===== config.mk =====
export PLATFORM = sky130hd
export DESIGN_NAME = uart_tx_fsm
export DESIGN_NICKNAME = d
export VERILOG_FILES = /design/src/rtl/uart_tx_fsm.sv
export SDC_FILE = /design/constraint.sdc
export NUM_CORES = 1
export LEC_CHECK = 0
export CORE_AREA = 2 2 39 41
export CTS_CLUSTER_DIAMETER = 30
export CTS_CLUSTER_SIZE = 16
export DETAILED_ROUTE_END_ITERATION = 10
export DIE_AREA = 0 0 41 43
export SETUP_SLACK_MARGIN = 0.05
export SYNTH_ARGS = -nofsm -noshare
export SYNTH_HDL_FRONTEND = slang
export SYNTH_SLANG_ARGS = --single-unit

===== constraint.sdc =====
create_clock -name CLK -period 1.9 [get_ports CLK]
set_clock_uncertainty 0.05 [all_clocks]
set_input_delay 0.285 -clock CLK [delete_from_list [all_inputs] [get_ports CLK]]
set_output_delay 0.285 -clock CLK [all_outputs]
set_load 0.005 [all_outputs]

===== src/rtl/uart_tx_fsm.sv =====
// Frame sequencer for the UART TX datapath: START -> DATA -> [PARITY] -> STOP.
// Optional second stop bit via UART_TX_TWO_STOP_EN.
module uart_tx_fsm #(
    parameter int WIDTH = 8
) (
    input  logic       CLK,
    input  logic       RST,
    input  logic       Data_Valid,
    input  logic       PAR_EN,
    input  logic       PAR_TYP,
    output logic       ser_load,
    output logic       ser_en,
    output logic [1:0] mux_sel,
    output logic       busy,
    output logic       par_en_o,
    output logic       par_typ_o
);

    localparam int CNT_W = (WIDTH > 1) ? $clog2(WIDTH) : 1;
    localparam logic [CNT_W-1:0] LAST_BIT = CNT_W'(WIDTH - 1);

`ifdef UART_TX_TWO_STOP_EN
    typedef enum logic [2:0] {
        IDLE   = 3'd0,
        START  = 3'd1,
        DATA   = 3'd2,
        PARITY = 3'd3,
        STOP   = 3'd4,
        STOP2  = 3'd5
    } state_t;
`else
    typedef enum logic [2:0] {
        IDLE   = 3'd0,
        START  = 3'd1,
        DATA   = 3'd2,
        PARITY = 3'd3,
        STOP   = 3'd4
    } state_t;
`endif

    state_t           state_reg, state_next;
    logic [CNT_W-1:0] bit_cnt_reg, bit_cnt_next;
    logic             par_en_reg, par_typ_reg;
    logic             accept;

    assign accept = (state_reg == IDLE) && Data_Valid;

    always_ff @(posedge CLK or negedge RST) begin
        if (!RST) begin
            state_reg   <= IDLE;
            bit_cnt_reg <= '0;
            par_en_reg  <= 1'b0;
            par_typ_reg <= 1'b0;
        end else begin
            state_reg   <= state_next;
            bit_cnt_reg <= bit_cnt_next;
            // Parity configuration is frozen for the frame at the accepting edge
            if (accept) begin
                par_en_reg  <= PAR_EN;
                par_typ_reg <= PAR_TYP;
            end
        end
    end

    always_comb begin
        state_next   = state_reg;
        bit_cnt_next = bit_cnt_reg;
        case (state_reg)
            IDLE: begin
                bit_cnt_next = '0;
                if (Data_Valid) begin
                    state_next = START;
                end
            end
            START: begin
                bit_cnt_next = '0;
                state_next   = DATA;
            end
            DATA: begin
                if (bit_cnt_reg == LAST_BIT) begin
                    bit_cnt_next = '0;
                    state_next   = par_en_reg ? PARITY : STOP;
                end else begin
                    bit_cnt_next = bit_cnt_reg + 1'b1;
                end
            end
            PARITY: begin
                state_next = STOP;
            end
            STOP: begin
`ifdef UART_TX_TWO_STOP_EN
                state_next = STOP2;
`else
                state_next = IDLE;
`endif
            end
`ifdef UART_TX_TWO_STOP_EN
            STOP2: begin
                state_next = IDLE;
            end
`endif
            default: begin
                bit_cnt_next = '0;
                state_next   = IDLE;
            end
        endcase
    end

    // Outputs decode the state register only, so inputs never reach them combinationally
    always_comb begin
        ser_load = 1'b0;
        ser_en   = 1'b0;
        mux_sel  = 2'b01;
        busy     = 1'b1;
        case (state_reg)
            IDLE: begin
                busy = 1'b0;
            end
            START: begin
                mux_sel  = 2'b00;
                ser_load = 1'b1;
            end
            DATA: begin
                mux_sel = 2'b10;
                ser_en  = 1'b1;
            end
            PARITY: begin
                mux_sel = 2'b11;
            end
            STOP: begin
                mux_sel = 2'b01;
            end
`ifdef UART_TX_TWO_STOP_EN
            STOP2: begin
                mux_sel = 2'b01;
            end
`endif
            default: begin
                busy = 1'b0;
            end
        endcase
    end

    assign par_en_o  = par_en_reg;
    assign par_typ_o = par_typ_reg;

endmodule


==> reports/results.ini <==
[cts]
cts-root-buf=clkbuf_4
h-tree-depth=1
clk_pin_slew_worst_paths_ps=50
cts_made_buffers=3
clk_path_buf_depth=2
cts_tree=done
clock_latency_ps=250
cts_sinks=8

[drt]
route.vias.total=370
routedWlPerCell_um=10.7
ant_nets=0
routed_wl_um=831
firstDrtPassIters=3
drc=0
viasPerCell=4.74
drt_iter0_drc=2

[synthesis]
yosys_most_used_dff=dfrtp_1
async_flop_share_pct=100
ys_seq_area_share_pct=44.9
syn_area_um2=445
synthDistinctLibCells=20
synth_top_area_cell=dfrtp_1
syn_nets=50
ys_warn_count=0
ys_top_cells_by_area=dfrtp_1, ha_1, nor4b_4
synth_edf_count=0
synth-seq-cells=8
synth_cells=43
syn_area_per_cell_um2=10.4
synth_top_area_share_pct=44.9

[die]
rows=14
die_width_um=41
die_area_um2=1760
die_y_um=43
ios=12
core_area_um2=1380
initial_core_util_pct=32.2

[outcome]
outcome=completed

[power_and_ir_drop]
ir_worst_vdd_mv=0.640
fin_total_pwr_w=0.000941
powerDensity_nw_per_um2=1440
power.static_leakage_nw=0.341

[placed_design]
place.gp.congestion=0.790
port_buffers=11
place_inst=71
placed_cell_area_um2=582
hpwl_um=641

[global_route]
first_global_vias=357
grt_max_degree=10
antenna_found_initial=0
overflow=0
grt_util_all_layers_pct=12.1
grt_pass1_wl_um=1430

[final_layout]
drive_above_1_share_pct=22.6
diodes=0
seqCellArea_um2=201
final_nets=71
final_core_util_pct=47.3
design_area_um2=654
fill_cells=128
multi_input_area_um2=231
area_growth_pct=46.9
fin_cells=78

[sta]
min_period_ps=1780
rsz0062_at_grt=false
fmax_ghz=0.563
fin_crit_sh_pct=93.6
setup_tns_ps=0
drv_slew=0
setup_viol_count_final=0
hold_violations=0
max_slew_margin_pct=75.1
tightest_slew_ps=373

[critical_path]
crit_end=busy
worstSetupPathType=flip-flop to output pin
critPathLaunchType=flip-flop
rrSetupSlack_ps=360
cp-end-kind=output pin
cp.required_ps=1560
cp_max_fo=6
arrival_ps=1440
reg2reg_from=state_reg[1]
cp-startpoint=state_reg[1]
rr_worst_depth=4
regToRegEndpoint=par_typ_o

[min_path]
holdCritPathClass=primary input to asynchronous set/reset pin

[job]
drv_cap=0

Yosys cell counts (2+ instances only):
| cell type | n |
|---|---|
| a21oi_1 | 2 |
| mux2i_1 | 2 |
| ha_1 | 2 |
| nor2_1 | 3 |
| inv_1 | 2 |
| nor3_1 | 2 |
| o21ai_0 | 4 |
| dfrtp_1 | 8 |
| a21o_1 | 2 |
| nand2_1 | 4 |
| nand2b_1 | 3 |
cell usage in the layout, fill, tap and decap left out:
master and count:
clkdlybuf4s50_1 8, dfrtp_1 7, buf_4 6, nand2_1 4, o21ai_0 4, clkbuf_4 3, dlymetal6s2s_1 3, nand2b_1 2
a21o_1 2, inv_1 2, nor2_1 2, mux2i_1 2, a21oi_1 2, nor3_1 2, ha_1 2, nor3b_1 1
nor2_2 1, nand2b_4 1, xnor2_1 1, nor3b_2 1, nor4b_4 1, mux2_1 1, nor2b_1 1, a31oi_1 1
dlygate4sd2_1 1, dfrtp_2 1
per-layer routing:
layer / GRT usage (%) / share of wire [%]
met5: 0 / 0
met3: 0 / 3.5
met2: 18.1 / 50
met4: 10.0 / 1.3
met1: 15.3 / 45
critical path, stage by stage, from the launching register on:
cell	delay (ps)
dfrtp_2	440
nor2_1	120
xnor2_1	120
clkdlybuf4s50_1	510
cell families (layout without fill, tap and decap cells):
logic type | after synthesis | count (layout) | share of synthesized area [%]
buffers and inverters | 4 | 23 | 5.34
xor gates and xnor gates | 1 | 1 | 1.97
muxes | 3 | 3 | 7.02
and+or+nand+nor | 16 | 16 | 23.6
DFF | 8 | 8 | 44.9
adders and majority gates | 2 | 2 | 5.62
AOI/OAI and AO/OA | 9 | 9 | 11.5
area by class of cell:
cell class | instances | area share, %
well taps | 16 | 3.06
flip-flops and latches | 8 | 30.8
repair buffers | 18 | 26.2
clock buffers | 3 | 3.44
multi-input cells | 31 | 35.4
inverters | 2 | 1.15
worst min-delay path by stage:
stage	endpoint	slack, ps	depth (start not counted)
2_1_floorplan	bit_cnt_reg[0]	-60	0
3_3_place_gp	par_typ_o	420	1
3_5_place_dp	par_typ_o	430	1
4_1_cts	par_en_o	270	1
5_1_grt	par_en_o	300	1
6_report	par_en_o	260	1
power by group:
group	internal (W)	switching, W	total (W)
combinational	0.000322	0.000197	0.000519
sequential	0.000234	0.0000586	0.000293
clock	0.0000722	0.0000561	0.000128
total	0.000629	0.000312	0.000941
through the flow:
stage	setup slack [ps]	hold WS, ps
2_1_floorplan	616	-60.6
3_3_place_gp	221	419
3_5_place_dp	224	429
4_1_cts	42.8	271
5_1_grt	54.1	295
6_report	122	265
repair_timing:
item                       4_1_cts  5_1_grt
setup buffers                    3        1
gates resized for setup          3        3
hold buffers                     0        0
setup endpoints to repair        5        4
No activity file was read; power rests on OpenSTA's default activity.
